--- config.mk ---
export PLATFORM = sky130hd
export DESIGN_NAME = priority_encoder_case_sync
export DESIGN_NICKNAME = d
export VERILOG_FILES = /design/src/rtl/priority_encoder_case_sync.sv
export SDC_FILE = /design/constraint.sdc
export NUM_CORES = 1
export LEC_CHECK = 0
export CORE_AREA = 4 4 41 43
export DETAILED_ROUTE_END_ITERATION = 10
export DIE_AREA = 0 0 45 47
export GPL_TIMING_DRIVEN = 0
export PLACE_DENSITY = 0.55
export SETUP_SLACK_MARGIN = 0.5
export SLEW_MARGIN = 10
export SYNTH_ARGS = -nofsm -noshare
export SYNTH_HDL_FRONTEND = slang
export SYNTH_SLANG_ARGS = --single-unit
--- constraint.sdc ---
create_clock -name clk -period 1.29 [get_ports clk]
set_clock_uncertainty 0.1 [all_clocks]
set_input_delay 0.129 -clock clk [delete_from_list [all_inputs] [get_ports clk]]
set_output_delay 0.129 -clock clk [all_outputs]
set_load 0.05 [all_outputs]
--- src/rtl/priority_encoder_case_sync.sv ---
// Registered priority encoder: reports the index of the highest set request bit,
// a request-present flag, and the request vector masked down to its winning bit.
module priority_encoder_case_sync #(
  parameter  int WIDTH = 4,
  localparam int OUT_W = (WIDTH > 1) ? $clog2(WIDTH) : 1
) (
  input  logic             clk,
  input  logic             rst,
  input  logic             en,
  input  logic [WIDTH-1:0] Y,
  output logic [OUT_W-1:0] A,
  output logic             valid,
  output logic [WIDTH-1:0] onehot
);

  logic [OUT_W-1:0] idx_c;
  logic             hit_c;
  logic [WIDTH-1:0] onehot_c;

  generate
    if (WIDTH == 4) begin : g_case4
      always_comb begin
        idx_c = '0;
        hit_c = 1'b0;
        casez (Y)
          4'b1???: begin idx_c = 2'd3; hit_c = 1'b1; end
          4'b01??: begin idx_c = 2'd2; hit_c = 1'b1; end
          4'b001?: begin idx_c = 2'd1; hit_c = 1'b1; end
          4'b0001: begin idx_c = 2'd0; hit_c = 1'b1; end
          default: begin idx_c = 2'd0; hit_c = 1'b0; end
        endcase
      end
    end else begin : g_scan
      // MSB-first scan; the first hit locks out every lower bit.
      always_comb begin
        idx_c = '0;
        hit_c = 1'b0;
        for (int i = WIDTH - 1; i >= 0; i--) begin
          if (!hit_c && Y[i]) begin
            hit_c = 1'b1;
            idx_c = OUT_W'(i);
          end
        end
      end
    end
  endgenerate

  always_comb begin
    onehot_c = '0;
    if (hit_c) onehot_c = WIDTH'(1) << idx_c;
  end

  always_ff @(posedge clk) begin
    if (rst) begin
      A      <= '0;
      valid  <= 1'b0;
      onehot <= '0;
    end else if (en) begin
      A      <= idx_c;
      valid  <= hit_c;
      onehot <= onehot_c;
    end
  end

endmodule

==> flow_summary.toml, run 1 <==
[power]
power.density_nw_per_um2 = 1050
switching_share_pct = 29.1
p_leak_nw = 0.232
irDropWorstVdd_v = 0.000391
power_frac_seq_pct = 40.6
switchingPower_w = 0.000168
pwr-share-clk_pct = 35.3
power.internal_w = 0.000409
combPwrFrac_pct = 24.1

[floorplan]
die_area_um2 = 2120
die_width_um = 45
ios = 14
coreArea_um2 = 1300
die_h_um = 47
rows = 13
floorplan.initialDensity_pct = 22.0

[route]
wirelength_um = 823
via_count = 305
wire_per_inst_um = 13.1
vias_per_cell = 4.84
drc_errors = 0
drt-pass1-iter-count = 4
drtIter0Drc = 9
ant_nets = 0

[critical_path]
cp-start-kind = "flip-flop"
crit_end = "onehot[2]"
regToRegEndpoint = "valid$_SDFFE_PP0P_"
cp.depth = 1
endpoint_kind = "primary output"
cp_cell_sequence = "buf_8"
r2r-start = "valid$_SDFFE_PP0P_"
cp_num_buf_inv = 1
critPathMaxFanout = 2
worstSetupPathType = "flip-flop to primary output"
critPathSlowestCell = "dfxtp_4"
critPathTopFamily = "flip-flops"
worstPathRequired_ps = 1060
crit_arrival_ps = 750
rrSetupSlack_ps = 400
crit_start = "onehot[2]$_SDFFE_PP0P_"
r2r_cells = 2
crit_path_max_incr_delay_ps = 350

[logic_synthesis]
yosys-top-cells-area = "dfxtp_1 (49%), nand2b_1 (6.6%), buf_4 (5.2%), nor2_1 (5.2%), inv_1 (3.9%)"
async_flop_share_pct = 0
yosysWarningCount = 0
synth.most_common_cell = "dfxtp_1"
synth_top_area_cell = "dfxtp_1"
ys_seq_elements = 7
netlist_area_um2 = 287
ys.flop_type = "dfxtp_1"
synth_cell_types = 15
synth_enable_flop_cells = 0
yosys.area.top_type_share_pct = 48.9
yosys-top-cells-count = "dfxtp_1 (7), nor2_1 (4), inv_1 (3), nand2b_1 (3), buf_4 (2)"
syn-instance-count = 29
syn_area_per_cell_um2 = 9.88
syn-num-nets = 36
ys_seq_area_share_pct = 48.9

[timing]
fin_hold_ws_ps = 11.2
drv_slew = 0
finalHoldViolCount = 0
worst_slew_pin_slew_ps = 201
layout_min_cycle_time_ps = 974
setup_viol = 0
max_freq_mhz = 1030
rsz0062_at_grt = "yes"
fin_crit_sh_pct = 75.5
slew-limit-headroom_pct = 86.6

[final_layout]
antennaDiodeCount = 0
area_growth_pct = 91.7
fin_cells = 63
fin_util_pct = 42.2
fillers = 130
layout.nets = 56
drive_gt1_share_pct = 58.3

[cts]
cts-root-buf = "clkbuf_4"
clock_path_buffers = 2
clk_pin_slew_ps = 50
cts_tree = "done"
cts_num_sinks = 7
cts_inserted_buffers = 3
htree_levels = 1
clkLatencyLatePin_ps = 250

[worst_hold_path]
holdCritPathClass = "input port to flip-flop"

[global_routing]
globalRouteTotalUtil_pct = 9.41
grt_first_pass_wirelength_um = 1300
grt_pass1_vias = 311
grt_max_degree = 11
antenna_found_initial = 0
gr-total-overflow = 0

[flow_run]
drv_cap = 0

[placement]
place.gp.congestion = 0.745
post-place-cells = 56
io_buffers = 12

[outcome]
status = "complete, no violations"
## cells by family (layout without fill, tap and decap cells)
| logic type | Yosys count | after routing | synth area share, % |
|---|---|---|---|
| muxes | 1 | 1 | 3.49 |
| AOI/OAI and AO/OA | 6 | 6 | 17.9 |
| and+or+nand+nor | 10 | 10 | 20.5 |
| DFF | 7 | 7 | 48.9 |
| buffers and inverters | 5 | 24 | 9.17 |
## sequential cells by signal, indices dropped and copies added (netlist names)
signal and count:
onehot 4, A 2, valid 1
## power groups by stage
stage	combinational (W)	clock [W]	sequential, W
global route	0.000145	0.000227	0.000235
CTS	0.000130	0.000210	0.000235
global placement	0.000114	0	0.000233
detailed placement	0.000116	0	0.000234
finish	0.000139	0.000204	0.000234
floorplan	0.0000291	0	0.000274
## worst min-delay path by stage
stage | start | to | slack (ps) | cells after the start
after floorplan | Y[3] | A[0]$_SDFFE_PP0P_ | 170 | 2
after global placement | rst | onehot[2]$_SDFFE_PP0P_ | 250 | 2
after detailed placement | rst | onehot[3]$_SDFFE_PP0P_ | 250 | 2
after CTS | rst | onehot[3]$_SDFFE_PP0P_ | -9 | 2
after global routing | rst | onehot[3]$_SDFFE_PP0P_ | 0.3 | 2
final | rst | A[1]$_SDFFE_PP0P_ | 10 | 2
## area by class of cell
type	instances	area (um^2)	area share (%)
Inverter	3	11.3	2.05
Tap cell	15	18.8	3.42
Sequential cell	7	161	29.4
Clock buffer	4	26.3	4.78
Multi-Input combinational cell	17	143	26.0
Timing Repair Buffer	15	174	31.7
Buffer	2	15.0	2.73
## through the flow
stage	power, W	setup TNS (ps)	setup slack [ps]	area, um^2
detailed placement	0.000350	-968	-327	449
floorplan	0.000303	0	223	310
global placement	0.000347	-850	-302	449
CTS	0.000575	0	309	523
global route	0.000607	0	288	549
finish	0.000577	0	316	549
## layer usage
layer | share of wire, % | track usage (%) | routed length [um] | up-vias
li1 | - | - | - | 140
met4 | 2.2 | 9.36 | 18 | 0
met5 | 0 | 0 | 0 | -
met2 | 56 | 15.5 | 457 | 15
met1 | 37 | 8.22 | 307 | 148
met3 | 4.9 | 4.60 | 40 | 2
## repair_timing
item | 4_1_cts | 5_1_grt
buffers inserted | 1 | 2
pin swaps | 3 | 2
gates resized for setup | 78 | 1
cloned | 0 | 0
endpoints found under the hold margin | 4 | 0
endpoints found under the setup margin | 14 | 10
## placed cells by master (no fill, tap or decap), drive strengths merged, types with 3 or more instances in the layout
cell type / instances
dfxtp: 7
buf: 16
nand2b: 3
inv: 3
clkbuf: 4
nor2: 4
(Power assumes the default switching activity.)
==> run 2, diff against run 1 <==
clock period = 1 ns   (was 1.29 ns; I/O delays follow)
==> flow_summary.toml, run 2 (synthesis gave the netlist of run 1 again) <==
[floorplan]
coreArea_um2 = 1300
floorplan.initialDensity_pct = 22.0
die_area_um2 = 2120
ios = 14
rows = 13
die_width_um = 45
die_h_um = 47

[power]
power.density_nw_per_um2 = 1340
irDropWorstVdd_v = 0.000633
p_leak_nw = 0.230

[critical_path]
crit_start = "A[0]$_SDFFE_PP0P_"
critPathMaxFanout = 2
endpoint_kind = "primary output"
regToRegEndpoint = "onehot[1]$_SDFFE_PP0P_"
cp_num_buf_inv = 1
cp_cell_sequence = "buf_8"
rrSetupSlack_ps = 120
cp-start-kind = "flip-flop"
critPathTopFamily = "flip-flops"
worstSetupPathType = "flip-flop to primary output"
r2r-start = "onehot[1]$_SDFFE_PP0P_"
worstPathRequired_ps = 800
crit_arrival_ps = 740
crit_path_max_incr_delay_ps = 350
r2r_cells = 2
critPathSlowestCell = "dfxtp_4"

[outcome]
violations = "negative hold slack"
status = "finished, violations left"

[timing]
max_freq_mhz = 1060
worst_slew_pin_slew_ps = 183
slew-limit-headroom_pct = 87.7
rsz0062_at_grt = "yes"
fin_hold_ws_ps = -29.4
layout_min_cycle_time_ps = 941
setup_viol = 0
drv_slew = 0
fin_crit_sh_pct = 94.1
finalHoldViolCount = 4

[route]
drt-pass1-iter-count = 4
wire_per_inst_um = 11.7
drc_errors = 0
vias_per_cell = 4.66
ant_nets = 0
drtIter0Drc = 6
wirelength_um = 725
via_count = 289

[final_layout]
layout_commonest_cell = "buf_8"
largest_registers = "onehot x4, A x2, valid x1"
layout.nets = 55
fillers = 132
fin_cells = 62
largest_register_ffs = 4
area_growth_pct = 92.6
multi_input_comb_area_um2 = 144
regMostFlops = "onehot"
antennaDiodeCount = 0
final_cell_mix = "buf_8 (9), dfxtp_4 (7), buf_4 (4)"
drive_gt1_share_pct = 63.8
regArea_um2 = 166

[cts]
clk_pin_slew_ps = 50
clkLatencyLatePin_ps = 250
htree_levels = 1
cts-root-buf = "clkbuf_4"
cts_tree = "done"
cts_inserted_buffers = 3
clock_path_buffers = 2
cts_num_sinks = 7

[worst_hold_path]
holdCritPathClass = "input port to flip-flop"
min_from = "rst"
hold_path_end = "onehot[2]$_SDFFE_PP0P_"
min_path_cells = 2

[placement]
place.gp.congestion = 0.731
post-place-cells = 56
io_buffers = 12
dpl.hpwl_um = 488

[global_routing]
antenna_found_initial = 0
grt_first_pass_wirelength_um = 1240
grt_max_degree = 11
grt_pass1_vias = 301
globalRouteTotalUtil_pct = 8.64
gr-total-overflow = 0

[flow_run]
drv_cap = 0
-- run 2: changes by cell type in the layout (fill, tap and decap cells not counted) --
cell,delta
nor2_2,+1
buf_4,-1
nor2_1,-1
buf_8,+1
dfxtp_2,-2
o32ai_2,+1
a311oi_1,-1
buf_6,-1
a21oi_2,+1
o32ai_4,-1
dfxtp_4,+2
a21oi_1,-1
a311oi_2,+1
-- run 2: layer usage --
layer	routed length (um)	global-route usage (%)
met4	4	7.02
met1	315	8.26
met5	0	0
met3	55	3.45
met2	350	14.7
-- run 2: what timing repair did --
item                       in CTS  in global routing
setup endpoints to repair      14                 14
pin swaps                       3                  3
hold endpoints to repair        4                  4
cloned                          0                  0
buffers inserted                1                  1
resized for setup              78                  3
-- run 2: metrics by stage --
step	power (W)	TNS, ps	setup slack [ps]	instance area (um^2)	util, %
floorplan	0.000388	-36.8	-36.8	317	-
global placement	0.000445	-4150	-568	455	35.0
detailed placement	0.000447	-4300	-574	455	35.0
CTS	0.000737	0	50.3	532	40.9
global route	0.000781	0	30.8	552	42.4
finish	0.000739	0	58.8	552	42.4
-- run 2: layout make-up --
class / instances / share of cell area, %
well taps: 15 / 3.40
multi-input cells: 17 / 26.1
inverters: 3 / 2.04
clock buffers: 4 / 4.76
flip-flops and latches: 7 / 30.2
plain buffers: 2 / 2.72
repair buffers: 14 / 30.8
-- run 2: worst max path at each step --
stage | cells after the start | endpoint
6_report | 1 | A[0]
5_1_grt | 1 | valid
4_1_cts | 1 | valid
3_5_place_dp | 3 | valid$_SDFFE_PP0P_
3_3_place_gp | 3 | valid$_SDFFE_PP0P_
2_1_floorplan | 2 | valid$_SDFFE_PP0P_
-- run 2: power by group --
part / total, W / switching (W) / internal [W]
sequential: 0.000298 / 0.0000127 / 0.000286
combinational: 0.000177 / 0.0000920 / 0.0000853
clock: 0.000264 / 0.000111 / 0.000153
